$ cat src/rtl/uart_rx_parity_pkg.sv
// Shared UART receiver definitions: FSM state encodings and default line constants.
package uart_rx_parity_pkg;

  typedef enum logic [2:0] {
    ST_IDLE   = 3'd0,
    ST_START  = 3'd1,
    ST_DATA   = 3'd2,
    ST_PARITY = 3'd3,
    ST_STOP   = 3'd4,
    ST_BREAK  = 3'd5
  } rx_state_e;

  // 100 MHz system clock at 115200 baud
  localparam int unsigned DEFAULT_CLKS_PER_BIT = 868;
  localparam int unsigned DEFAULT_DATA_BITS    = 8;

endpackage

$ cat src/rtl/uart_rx_parity_if.sv
// Valid/ready byte interface between the UART receiver and the CPU I/O mapper.
interface uart_rx_parity_if #(
  parameter int unsigned DATA_BITS = 8
);
  logic [DATA_BITS-1:0] rx_data;
  logic                 rx_valid;
  logic                 rx_ready;
  logic                 parity_err;
  logic                 frame_err;

  modport master (
    output rx_data,
    output rx_valid,
    output parity_err,
    output frame_err,
    input  rx_ready
  );

  modport slave (
    input  rx_data,
    input  rx_valid,
    input  parity_err,
    input  frame_err,
    output rx_ready
  );
endinterface

$ cat src/rtl/uart_rx_parity_bit_sync.sv
// Two-flop synchroniser for asynchronous single-bit inputs; both flops reset to RESET_VAL.
module bit_sync #(
  parameter logic RESET_VAL = 1'b1
) (
  input  logic clk,
  input  logic rst_n,
  input  logic d,
  output logic q
);
  logic meta_q, meta_d;
  logic sync_q, sync_d;

  always_comb begin
    meta_d = d;
    sync_d = meta_q;
  end

  always_ff @(posedge clk or negedge rst_n) begin
    if (!rst_n) begin
      meta_q <= RESET_VAL;
      sync_q <= RESET_VAL;
    end else begin
      meta_q <= meta_d;
      sync_q <= sync_d;
    end
  end

  assign q = sync_q;
endmodule

$ cat src/rtl/uart_rx_parity.sv
// UART receiver with parity check, per-frame error flags and a valid/ready output holding register.
//
//  state     | meaning
//  ----------+---------------------------------------------------------
//  ST_IDLE   | line idle, waiting for a low level on the synchronised rx
//  ST_START  | half-bit wait, then confirm start bit (reject glitches)
//  ST_DATA   | sample DATA_BITS data bits, LSB first, once per bit time
//  ST_PARITY | sample parity bit and compare with running XOR
//  ST_STOP   | sample stop bit, request commit of the frame
//  ST_BREAK  | stop bit was low; wait for line to return high
module uart_rx_parity
  import uart_rx_parity_pkg::*;
#(
  parameter int unsigned CLKS_PER_BIT = DEFAULT_CLKS_PER_BIT,
  parameter int unsigned DATA_BITS    = DEFAULT_DATA_BITS,
  parameter int unsigned PARITY_EN    = 1,
  parameter int unsigned PARITY_ODD   = 0
) (
  input  logic               clk,
  input  logic               rst_n,
  input  logic               rx,
  uart_rx_parity_if.master   rx_if,
  output logic               overrun,
  output logic               busy
);
  localparam int unsigned CNT_W = $clog2(CLKS_PER_BIT);
  localparam int unsigned BIT_W = $clog2(DATA_BITS);
  localparam logic [CNT_W-1:0] HALF_TC = CNT_W'(CLKS_PER_BIT / 2 - 1);
  localparam logic [CNT_W-1:0] FULL_TC = CNT_W'(CLKS_PER_BIT - 1);
  localparam logic [BIT_W-1:0] LAST_BIT = BIT_W'(DATA_BITS - 1);

  logic rxs;

  bit_sync #(.RESET_VAL(1'b1)) u_rx_sync (
    .clk   (clk),
    .rst_n (rst_n),
    .d     (rx),
    .q     (rxs)
  );

  rx_state_e            state_q, state_d;
  logic [CNT_W-1:0]     cnt_q, cnt_d;
  logic [BIT_W-1:0]     bit_q, bit_d;
  logic [DATA_BITS-1:0] shreg_q, shreg_d;
  logic                 par_q, par_d;
  logic                 perr_q, perr_d;
  logic                 ferr_q, ferr_d;
  logic                 commit_q, commit_d;
  logic [DATA_BITS-1:0] data_q, data_d;
  logic                 valid_q, valid_d;
  logic                 perr_out_q, perr_out_d;
  logic                 ferr_out_q, ferr_out_d;
  logic                 overrun_q, overrun_d;
  logic                 tick;

  assign tick = (cnt_q == '0);

  always_comb begin
    state_d  = state_q;
    cnt_d    = cnt_q;
    bit_d    = bit_q;
    shreg_d  = shreg_q;
    par_d    = par_q;
    perr_d   = perr_q;
    ferr_d   = ferr_q;
    commit_d = 1'b0;

    case (state_q)
      ST_IDLE: begin
        if (!rxs) begin
          state_d = ST_START;
          cnt_d   = HALF_TC;
        end
      end
      ST_START: begin
        if (!tick) begin
          cnt_d = cnt_q - 1'b1;
        end else if (rxs) begin
          state_d = ST_IDLE;
        end else begin
          state_d = ST_DATA;
          cnt_d   = FULL_TC;
          bit_d   = LAST_BIT;
          par_d   = 1'(PARITY_ODD);
          perr_d  = 1'b0;
        end
      end
      ST_DATA: begin
        if (!tick) begin
          cnt_d = cnt_q - 1'b1;
        end else begin
          shreg_d = {rxs, shreg_q[DATA_BITS-1:1]};
          par_d   = par_q ^ rxs;
          cnt_d   = FULL_TC;
          if (bit_q == '0) begin
            state_d = (PARITY_EN != 0) ? ST_PARITY : ST_STOP;
          end else begin
            bit_d = bit_q - 1'b1;
          end
        end
      end
      ST_PARITY: begin
        if (!tick) begin
          cnt_d = cnt_q - 1'b1;
        end else begin
          perr_d  = par_q ^ rxs;
          cnt_d   = FULL_TC;
          state_d = ST_STOP;
        end
      end
      ST_STOP: begin
        if (!tick) begin
          cnt_d = cnt_q - 1'b1;
        end else begin
          ferr_d   = ~rxs;
          commit_d = 1'b1;
          // Back to IDLE at mid-stop so a start bit half a bit later is still caught
          state_d  = rxs ? ST_IDLE : ST_BREAK;
        end
      end
      ST_BREAK: begin
        if (rxs) begin
          state_d = ST_IDLE;
        end
      end
      default: state_d = ST_IDLE;
    endcase
  end

  always_comb begin
    data_d     = data_q;
    valid_d    = valid_q;
    perr_out_d = perr_out_q;
    ferr_out_d = ferr_out_q;
    overrun_d  = overrun_q;

    if (commit_q) begin
      if (!valid_q || rx_if.rx_ready) begin
        data_d     = shreg_q;
        perr_out_d = (PARITY_EN != 0) ? perr_q : 1'b0;
        ferr_out_d = ferr_q;
        valid_d    = 1'b1;
        if (valid_q) begin
          overrun_d = 1'b0;
        end
      end else begin
        // Consumer still holds the previous byte: drop the new frame, keep the old one
        overrun_d = 1'b1;
      end
    end else if (valid_q && rx_if.rx_ready) begin
      valid_d   = 1'b0;
      overrun_d = 1'b0;
    end
  end

  always_ff @(posedge clk or negedge rst_n) begin
    if (!rst_n) begin
      state_q    <= ST_IDLE;
      cnt_q      <= '0;
      bit_q      <= '0;
      shreg_q    <= '0;
      par_q      <= 1'b0;
      perr_q     <= 1'b0;
      ferr_q     <= 1'b0;
      commit_q   <= 1'b0;
      data_q     <= '0;
      valid_q    <= 1'b0;
      perr_out_q <= 1'b0;
      ferr_out_q <= 1'b0;
      overrun_q  <= 1'b0;
    end else begin
      state_q    <= state_d;
      cnt_q      <= cnt_d;
      bit_q      <= bit_d;
      shreg_q    <= shreg_d;
      par_q      <= par_d;
      perr_q     <= perr_d;
      ferr_q     <= ferr_d;
      commit_q   <= commit_d;
      data_q     <= data_d;
      valid_q    <= valid_d;
      perr_out_q <= perr_out_d;
      ferr_out_q <= ferr_out_d;
      overrun_q  <= overrun_d;
    end
  end

  assign rx_if.rx_data    = data_q;
  assign rx_if.rx_valid   = valid_q;
  assign rx_if.parity_err = perr_out_q;
  assign rx_if.frame_err  = ferr_out_q;
  assign overrun          = overrun_q;
  assign busy             = (state_q != ST_IDLE);
endmodule

$ cat src/flat_wrapper.sv
// flat-port wrapper written by rule: the top's interface ports become plain ports
module uart_rx_parity_flat import uart_rx_parity_pkg::*;
#(
  parameter int unsigned CLKS_PER_BIT = DEFAULT_CLKS_PER_BIT,
  parameter int unsigned DATA_BITS    = DEFAULT_DATA_BITS,
  parameter int unsigned PARITY_EN    = 1,
  parameter int unsigned PARITY_ODD   = 0
)
  (clk, rst_n, rx, overrun, busy, rx_if_rx_data, rx_if_rx_valid, rx_if_parity_err, rx_if_frame_err, rx_if_rx_ready);
  uart_rx_parity_if #(.DATA_BITS(DATA_BITS)) rx_if_i ();
  input  logic clk;
  input  logic rst_n;
  input  logic rx;
  output logic overrun;
  output logic busy;
  output wire logic [$bits(rx_if_i.rx_data)-1:0] rx_if_rx_data;
  output wire logic [$bits(rx_if_i.rx_valid)-1:0] rx_if_rx_valid;
  output wire logic [$bits(rx_if_i.parity_err)-1:0] rx_if_parity_err;
  output wire logic [$bits(rx_if_i.frame_err)-1:0] rx_if_frame_err;
  input wire logic [$bits(rx_if_i.rx_ready)-1:0] rx_if_rx_ready;
  assign rx_if_rx_data = rx_if_i.rx_data;
  assign rx_if_rx_valid = rx_if_i.rx_valid;
  assign rx_if_parity_err = rx_if_i.parity_err;
  assign rx_if_frame_err = rx_if_i.frame_err;
  assign rx_if_i.rx_ready = rx_if_rx_ready;
  uart_rx_parity #(.CLKS_PER_BIT(CLKS_PER_BIT), .DATA_BITS(DATA_BITS), .PARITY_EN(PARITY_EN), .PARITY_ODD(PARITY_ODD)) u_core (.clk(clk), .rst_n(rst_n), .rx(rx), .rx_if(rx_if_i), .overrun(overrun), .busy(busy));
endmodule
$ cat config.mk
export PLATFORM = sky130hd
export DESIGN_NAME = uart_rx_parity_flat
export DESIGN_NICKNAME = d
export VERILOG_FILES = /design/src/rtl/uart_rx_parity_pkg.sv /design/src/rtl/uart_rx_parity_if.sv /design/src/rtl/uart_rx_parity_bit_sync.sv /design/src/rtl/uart_rx_parity.sv /design/src/flat_wrapper.sv
export SDC_FILE = /design/constraint.sdc
export NUM_CORES = 1
export LEC_CHECK = 0
export ABC_CLOCK_PERIOD_IN_PS = 5580
export CAP_MARGIN = 20
export CORE_MARGIN = 3
export CORE_UTILIZATION = 45
export CTS_BUF_LIST = sky130_fd_sc_hd__clkbuf_4
export CTS_CLUSTER_DIAMETER = 100
export DETAILED_ROUTE_END_ITERATION = 10
export GPL_ROUTABILITY_DRIVEN = 0
export PLACE_DENSITY = 0.7
export SLEW_MARGIN = 40
export SYNTH_ARGS = -nofsm -noshare
export SYNTH_HDL_FRONTEND = slang
export SYNTH_SLANG_ARGS = --single-unit
export TNS_END_PERCENT = 1
$ cat constraint.sdc
create_clock -name clk -period 5.58 [get_ports clk]
set_input_delay 0.837 -clock clk [delete_from_list [all_inputs] [get_ports clk]]
set_output_delay 0.837 -clock clk [all_outputs]
set_load 0.01 [all_outputs]
==> results of run 1 <==
-- worst paths after layout --
kind,end,slack (ns),cells past startpoint
setup / recovery,busy,2.78,2
hold / removal,u_core.u_rx_sync.q,0.37,0
setup reg to reg,u_core.shreg_q[4],3.22,6
hold reg to reg,u_core.u_rx_sync.q,0.37,0
max in group asynchronous,u_core.u_rx_sync.meta_q,4.75,1
min in group asynchronous,u_core.rx_if.rx_data[0],0.45,1
-- through the flow --
stage / cells / setup WS [ns] / util, %
4_1_cts: 261 / 2.76 / 53.3
3_5_place_dp: 253 / 3.19 / 52.0
3_3_place_gp: 253 / 3.18 / 51.9
2_1_floorplan: 193 / 3.48 / -
6_report: 261 / 2.78 / 53.3
5_1_grt: 261 / 2.67 / 53.3
-- cell usage after synthesis (2+ instances only) --
cell | instances | area (µm²)
nand2b_1 | 6 | 37.5
dfstp_2 | 2 | 52.6
o21ai_0 | 9 | 45.0
dfrtp_1 | 40 | 1000
inv_1 | 8 | 30.0
nor4_1 | 3 | 18.8
or2_2 | 2 | 12.5
a21oi_1 | 8 | 40.0
nand3b_1 | 2 | 15.0
o21ai_1 | 3 | 15.0
mux2_2 | 19 | 214
o41ai_1 | 3 | 26.3
or4_4 | 2 | 22.5
nor3_1 | 2 | 10.0
a32o_1 | 2 | 20.0
clkbuf_1 | 7 | 26.3
nor2_1 | 14 | 52.6
a21boi_0 | 2 | 15.0
nand2_1 | 5 | 18.8
a21o_1 | 2 | 15.0
or3_1 | 3 | 18.8
nand3_1 | 3 | 15.0
o32a_1 | 2 | 20.0
o31a_1 | 2 | 17.5
ha_1 | 3 | 37.5
o31ai_1 | 5 | 37.5
nor2b_1 | 4 | 25.0
nor3b_1 | 3 | 22.5
a31oi_1 | 3 | 18.8
-- per-layer routing --
layer	share of wire (%)	up-vias
met5	0	-
met4	1.9	0
met3	3.8	7
met2	45	26
met1	49	755
li1	-	760
-- registers in the layout, indices dropped and copies added, names as in the netlist --
signal                   count
u_core.ferr_q                1
u_core.rx_if.rx_data         8
u_core.rx_if.parity_err      1
u_core.rx_if.frame_err       1
u_core.overrun               1
u_core.state_q               3
u_core.cnt_q                10
u_core.par_q                 1
u_core.u_rx_sync.q           1
u_core.u_rx_sync.meta_q      1
u_core.perr_q                1
u_core.rx_if.rx_valid        1
u_core.commit_q              1
u_core.bit_q                 3
u_core.shreg_q               8
-- layout make-up --
type                       instances  area (µm²)  share of cell area, %
clock buffer                       6        45.0                   1.89
sequential                        42        1050                   44.2
timing repair buffer              16         158                   6.61
tap                               52        65.1                   2.73
inverter                           8        30.0                   1.26
multi-input combinational        135        1020                   42.8
clock inverter                     2        13.8                  0.577
-- cells in the final DEF (no fill, tap or decap), drive strengths merged, types with 3 or more instances in the layout --
cell           netlist  routed
nand3                3       3
ha                   3       3
inv                  8       8
or3                  4       4
a21oi                8       8
a31oi                3       3
nand2                6       6
o21ai               12      12
clkbuf               7       6
nor4                 4       4
o31ai                5       5
nand2b               6       6
nor3b                3       3
clkdlybuf4s50        0      15
o41ai                3       3
nor2                14      14
nor3                 3       3
or4                  3       3
dfrtp               40      40
mux2                19      19
nor2b                4       4
-- power groups by stage --
stage | Sequential, mW | Clock [mW] | Combinational (mW)
2_1_floorplan | 0.312 | 0 | 0.00363
3_3_place_gp | 0.313 | 0 | 0.0111
3_5_place_dp | 0.313 | 0 | 0.0114
4_1_cts | 0.307 | 0.163 | 0.0114
5_1_grt | 0.307 | 0.173 | 0.0126
6_report | 0.307 | 0.156 | 0.0109
-- kinds of logic (layout without fill, tap and decap cells) --
| family | Yosys count | count (layout) | synth area share, % |
|---|---|---|---|
| AO/OA/AOI/OAI | 52 | 52 | 18.0 |
| XOR/XNOR | 1 | 1 | 0.409 |
| adder cells (fa/ha/maj) | 3 | 3 | 1.75 |
| buffers and inverters | 16 | 32 | 3.16 |
| flip-flops | 42 | 42 | 49.2 |
| multiplexers | 20 | 20 | 10.5 |
| AND/OR/NAND/NOR | 59 | 59 | 17.0 |
-- worst max-delay path: stages (launching register included) --
cell	delay (ns)
dfrtp_1	0.58
or3_1	0.52
clkdlybuf4s50_1	0.51
==> impl_metrics.env, run 1 <==
export IMPL_async_flop_share_pct=100
export IMPL_clk_pin_slew_ns=0.13
export IMPL_synth_seq_cells=42
export IMPL_drt_pass1_iterations=4
export IMPL_die_w_um=75.0
export IMPL_status="complete, no violations"
export IMPL_rsz0062_at_grt="false"
export IMPL_tightest_slew_ns=0.646
export IMPL_grt_pass1_vias=1447
export IMPL_dp_hpwl_um=2800
export IMPL_grt_util_met3_pct=4.14
export IMPL_io_buffers=16
export IMPL_final_cell_area_um2=2380
export IMPL_post_cts_setup_buffers=0
export IMPL_p_switching_mw=0.110
export IMPL_vias=1548
export IMPL_start_kind="flip-flop"
export IMPL_drc=0
export IMPL_nFillCells=402
export IMPL_fin_worst_hold_slack_ns=0.366
export IMPL_hp_start="u_core.u_rx_sync.meta_q"
export IMPL_setup_tns_ns=0
export IMPL_cts_hold_buf=0
export IMPL_synthCells=193
export IMPL_h_tree_depth=2
export IMPL_required_ns=4.74
export IMPL_nets=215
export IMPL_ys_seq_area_share_pct=49.2
export IMPL_dieArea_um2=5620
export IMPL_grt_busiest_layer="met2"
export IMPL_syn_to_final_growth_pct=11.4
export IMPL_power_mw=0.474
export IMPL_track_usage_pct=16.6
export IMPL_tritoncts="done"
export IMPL_p_int_mw=0.363
export IMPL_end_kind="output pin"
export IMPL_antenna_left=0
export IMPL_power_frac_comb_pct=2.3
export IMPL_leakage_nw=1.01
export IMPL_syn_area_per_cell_um2=11.1
export IMPL_p_clk_share_pct=32.9
export IMPL_slew_viol_final=0
export IMPL_grt_antenna_before_repair=0
export IMPL_gr_total_overflow=0
export IMPL_start_util_pct=47.8
export IMPL_critical_path_class="flip-flop to output pin"
export IMPL_cts_sinks=42
export IMPL_boundaryPins=17
export IMPL_peakVddDrop_uv=163
export IMPL_num_antenna_cells=0
export IMPL_maxCapViolations=0
export IMPL_power_density_nw_per_um2=199
export IMPL_crit_arrival_ns=1.96
export IMPL_cts_inserted_buffers=5
export IMPL_finalCritPeriodShare_pct=50.2
export IMPL_grt_max_degree=43
export IMPL_rows=24
export IMPL_seq_power_share_pct=64.8
export IMPL_setup_viol=0
export IMPL_syn_nets=200
export IMPL_synth_area_um2=2140
export IMPL_min_period_ns=2.80
export IMPL_hold_viol=0
export IMPL_clock_fmax_mhz=357
export IMPL_core_um2=4470
export IMPL_synth_edff_count=0
export IMPL_die_h_um=75.0
export IMPL_hp_class="flip-flop to flip-flop"
export IMPL_met2_usage_pct=25.3
export IMPL_yosysWarningCount=0
export IMPL_wl_per_cell_um=15.7
export IMPL_place_area_um2=2330
export IMPL_ys_flop_type="dfrtp_1"
export IMPL_yosysUniqueCellTypes=53
export IMPL_clockRootBuffer="clkbuf_4"
export IMPL_routed_wl_um=4100
export IMPL_clock_latency_ns=0.35
export IMPL_timing_rr_start="u_core.cnt_q[0]"
export IMPL_clockBufferDepth=2
export IMPL_drt_iter0_drc=141
export IMPL_layout_drive_gt1_share_pct=20.1
export IMPL_fin_worst_skew_ns=0.0101
export IMPL_maxSlewHeadroom_pct=56.8
export IMPL_routed_via_density=5.93
export IMPL_cts_resized=0
export IMPL_crit_path_max_fanout=17
export IMPL_swShare_pct=23.3
export IMPL_use_met1_pct=22.7
export IMPL_grt_pass1_wl_um=7070
export IMPL_crit_start="u_core.state_q[0]"
Power figures use the tool's default switching activity.
==> run 2, diff against run 1 <==
Settings changed: ABC_CLOCK_PERIOD_IN_PS 5580 to 2900.
Clock period 5.58 ns to 2.9 ns, I/O delays scaled along.
==> impl_metrics.env, run 2 (same netlist as run 1, synthesis figures left out) <==
export IMPL_status="complete, no violations"
export IMPL_maxSlewHeadroom_pct=58.0
export IMPL_final_core_util_pct=54.2
export IMPL_slew_viol_final=0
export IMPL_leakage_nw=1.03
export IMPL_regMostFlops="u_core.cnt_q"
export IMPL_io_buffers=16
export IMPL_end_kind="output pin"
export IMPL_drc=0
export IMPL_power_density_nw_per_um2=410
export IMPL_grt_pass1_vias=1551
export IMPL_crit_path_max_fanout=17
export IMPL_grt_pass1_wl_um=7260
export IMPL_tightest_slew_ns=0.628
export IMPL_gr_total_overflow=0
export IMPL_critical_path_class="flip-flop to output pin"
export IMPL_clockBufferDepth=2
export IMPL_layout_drive_gt1_share_pct=20.9
export IMPL_track_usage_pct=16.9
export IMPL_nets=217
export IMPL_hp_class="input port to asynchronous set/reset pin"
export IMPL_clock_latency_ns=0.35
export IMPL_die_h_um=75.0
export IMPL_cts_sinks=42
export IMPL_start_kind="flip-flop"
export IMPL_final_cells=263
export IMPL_maxCapViolations=0
export IMPL_vias=1568
export IMPL_num_antenna_cells=0
export IMPL_h_tree_depth=2
export IMPL_setup_tns_ns=0
export IMPL_boundaryPins=17
export IMPL_cts_hold_buf=0
export IMPL_post_cts_setup_buffers=0
export IMPL_cts_inserted_buffers=5
export IMPL_min_period_ns=2.38
export IMPL_antenna_left=0
export IMPL_finalCritPeriodShare_pct=82.2
export IMPL_syn_to_final_growth_pct=13.2
export IMPL_place_inst=255
export IMPL_clk_pin_slew_ns=0.13
export IMPL_setup_viol=0
export IMPL_cts_resized=0
export IMPL_dieArea_um2=5620
export IMPL_nFillCells=411
export IMPL_required_ns=2.47
export IMPL_drt_iter0_drc=102
export IMPL_routed_wl_um=4110
export IMPL_start_util_pct=47.8
export IMPL_peakVddDrop_uv=272
export IMPL_grt_antenna_before_repair=0
export IMPL_fin_worst_skew_ns=0.0113
export IMPL_routed_via_density=5.96
export IMPL_dp_hpwl_um=2870
export IMPL_grt_max_degree=43
export IMPL_wl_per_cell_um=15.6
export IMPL_drt_pass1_iterations=4
export IMPL_mostFrequentLayoutCells="40 x dfrtp_1, 19 x mux2_2, 15 x clkdlybuf4s50_1"
export IMPL_largest_reg_flops=10
export IMPL_final_common_cell="dfrtp_1"
export IMPL_clockRootBuffer="clkbuf_4"
export IMPL_hold_viol=0
export IMPL_rows=24
export IMPL_tritoncts="done"
export IMPL_power_mw=0.994
export IMPL_die_w_um=75.0
export IMPL_fin_worst_hold_slack_ns=0.0525
export IMPL_clock_fmax_mhz=419
export IMPL_core_um2=4470
export IMPL_rsz0062_at_grt="false"
export IMPL_crit_arrival_ns=1.95
## run 2: stage by stage
stage | instance area [µm²] | worst slack (ns)
2_1_floorplan | 2140 | 0.803
3_3_place_gp | 2340 | 0.621
3_5_place_dp | 2340 | 0.596
4_1_cts | 2420 | 0.509
5_1_grt | 2420 | 0.423
6_report | 2420 | 0.516
## run 2: worst max-delay path: stages (launching register included)
cell,delay [ns]
dfrtp_1,0.57
or3_1,0.51
clkdlybuf4s50_1,0.51
## run 2: power breakdown
part	switching, mW	internal [mW]
registers	0.00233	0.588
clock network	0.191	0.191
logic	0.0149	0.00613
## run 2: cell type report
class                           count  area, µm²  share of cell area, %
Sequential cell                    42       1050                   43.5
Inverter                            8       30.0                   1.24
Clock inverter                      2       37.5                   1.55
Timing Repair Buffer               18        173                   7.12
Clock buffer                        6       45.0                   1.86
Multi-Input combinational cell    135       1020                   42.1
Tap cell                           52       65.1                   2.68
## run 2: worst paths after layout
kind	cells after the start	end	startpoint	slack, ns
min	1	u_core.rx_if.rx_valid	rst_n	0.05
max in group asynchronous	1	u_core.u_rx_sync.meta_q	rst_n	2.46
min reg2reg	0	u_core.u_rx_sync.q	u_core.u_rx_sync.meta_q	0.35
max reg2reg	6	u_core.cnt_q[9]	u_core.cnt_q[0]	0.56
max	2	busy	u_core.state_q[1]	0.52
min in group clk	0	u_core.u_rx_sync.q	u_core.u_rx_sync.meta_q	0.35
## run 2: per-layer routing
metal | share of wire [%] | global-route usage [%] | vias up
met5 | 0 | 0 | -
met1 | 49 | 23.4 | 775
met2 | 47 | 26.7 | 29
met3 | 2.9 | 3.60 | 7
met4 | 1.4 | 4.74 | 0
li1 | - | - | 757
==> run 3, diff against run 2 <==
Settings changed: ABC_CLOCK_PERIOD_IN_PS 2900 to 2000, PLACE_DENSITY 0.7 to 0.73.
Clock period 2.9 ns to 2 ns, I/O delays scaled along.
==> impl_metrics.env, run 3 (same netlist as run 1, synthesis figures left out) <==
export IMPL_status="complete, no violations"
export IMPL_hold_viol=0
export IMPL_seqCellArea_um2=1050
export IMPL_cpPeakStageDelay_ns=0.43
export IMPL_peakVddDrop_uv=374
export IMPL_layout_drive_gt1_share_pct=32.6
export IMPL_grt_max_degree=34
export IMPL_cts_inserted_buffers=5
export IMPL_dieArea_um2=5620
export IMPL_cp_num_buf_inv=1
export IMPL_clk_pin_slew_ns=0.13
export IMPL_cts_sinks=42
export IMPL_fin_worst_hold_slack_ns=0.334
export IMPL_h_tree_depth=2
export IMPL_min_period_ns=1.99
export IMPL_routed_via_density=5.78
export IMPL_tritoncts="done"
export IMPL_finalCritPeriodShare_pct=99.7
export IMPL_critical_path_class="flip-flop to flip-flop"
export IMPL_final_common_cell="dfrtp_1"
export IMPL_io_buffers=16
export IMPL_critical_path_top_delay_family="simple AND/OR/NAND/NOR gates"
export IMPL_hp_class="input port to flip-flop"
export IMPL_num_antenna_cells=0
export IMPL_clock_latency_ns=0.36
export IMPL_clockBufferDepth=2
export IMPL_clock_fmax_mhz=501
export IMPL_gr_total_overflow=0
export IMPL_maxSlewHeadroom_pct=53.3
export IMPL_mostFrequentLayoutCells="39 x dfrtp_1, 32 x buf_4, 19 x mux2_2"
export IMPL_clockRootBuffer="clkbuf_4"
export IMPL_crit_arrival_ns=2.25
export IMPL_end_kind="flip-flop"
export IMPL_rsz0062_at_grt="true"
export IMPL_power_density_nw_per_um2=500
export IMPL_grt_pass1_vias=1742
export IMPL_syn_to_final_growth_pct=23.6
export IMPL_antenna_left=0
export IMPL_largest_reg_flops=10
export IMPL_routed_wl_um=4450
export IMPL_grt_antenna_before_repair=0
export IMPL_reg2reg_slack_ns=0.006
export IMPL_vias=1699
export IMPL_setup_viol=0
export IMPL_start_kind="flip-flop"
export IMPL_path_cells="inv_1 > ha_2 > or3b_4 > o211a_4 > or3_4 > a32o_1"
export IMPL_slew_viol_final=0
export IMPL_start_util_pct=47.8
export IMPL_regMostFlops="u_core.cnt_q"
export IMPL_crit_path_max_fanout=7
export IMPL_grt_pass1_wl_um=8140
export IMPL_drt_iter0_drc=118
export IMPL_tightest_slew_ns=0.701
export IMPL_die_h_um=75.0
export IMPL_multi_input_area_um2=1030
export IMPL_boundaryPins=17
export IMPL_fin_worst_skew_ns=0.00795
export IMPL_track_usage_pct=18.8
export IMPL_slowest_stage="or3b_4"
export IMPL_leakage_nw=1.17
export IMPL_maxCapViolations=0
export IMPL_setup_tns_ns=0
export IMPL_drt_pass1_iterations=4
export IMPL_wl_per_cell_um=15.1
export IMPL_core_um2=4470
export IMPL_dp_hpwl_um=3290
export IMPL_drc=0
export IMPL_required_ns=2.26
export IMPL_nets=248
export IMPL_rows=24
export IMPL_nFillCells=370
export IMPL_die_w_um=75.0
==> run 3: cell types whose count changed in the layout (fill, tap and decap cells not counted), sizes merged <==
cell / before / now
clkinv: 0 / 2
dlygate4sd2: 0 / 1
clkbuf: 6 / 5
dlygate4sd3: 0 / 1
buf: 3 / 33
bufinv: 1 / 0
clkdlybuf4s50: 15 / 14
==> run 3: power breakdown <==
group	switching [mW]	internal, mW
logic	0.0249	0.0122
registers	0.000858	0.853
clock network	0.294	0.137
total	0.320	1.00
==> run 3: worst reg2reg max path: cells and delay by family (launching register included) <==
kind                     cells  cell delay, ns
AO/OA/AOI/OAI                2            0.47
adder cells (fa/ha/maj)      1            0.16
buffers and inverters        1            0.06
flip-flops                   1            0.41
AND/OR/NAND/NOR              2            0.79
==> run 3: final timing paths <==
check                                             start                      end  cells past startpoint
worst min-delay path                                 rx  u_core.u_rx_sync.meta_q                      1
min in group asynchronous                         rst_n        u_core.shreg_q[2]                      2
worst min register to register  u_core.u_rx_sync.meta_q       u_core.u_rx_sync.q                      0
worst max register to register          u_core.cnt_q[1]          u_core.cnt_q[9]                      6
worst max-delay path                    u_core.cnt_q[1]          u_core.cnt_q[9]                      6
max in group asynchronous                         rst_n          u_core.cnt_q[4]                      3
==> run 3: final cells by class <==
class	instances	share of cell area [%]
multi-input cells	135	39.0
inverters	8	1.14
clock buffers	5	1.42
clock inverters	3	0.804
well taps	52	2.46
flip-flops and latches	42	39.9
repair buffers	49	15.3
==> run 3: what timing repair did <==
item / 4_1_cts / 5_1_grt
buffers inserted: 0 / 2
setup endpoints to repair: 15 / 18
gates resized for setup: 4 / 0
pin swaps: 1 / 0
hold buffers: 1 / 0
hold endpoints to repair: 24 / 0
==> run 3: metal layers <==
| layer | global-route usage [%] | vias to the layer above | share of wire [%] |
|---|---|---|---|
| met1 | 25.8 | 822 | 46 |
| met5 | 0 | - | 0 |
| met4 | 6.32 | 0 | 1.5 |
| met3 | 4.67 | 9 | 5.3 |
| met2 | 29.1 | 49 | 47 |
| li1 | - | 819 | - |
==> run 3: through the flow <==
step	worst slack [ns]	std cells	util, %	area, µm²	power [mW]
finish	0.00586	294	59.1	2650	1.32
CTS	-0.000658	292	58.8	2630	1.34
floorplan	-0.0290	193	-	2150	0.880
global placement	-0.0833	283	57.1	2550	0.907
global route	-0.0941	294	59.1	2650	1.40
detailed placement	-0.116	283	57.1	2550	0.907
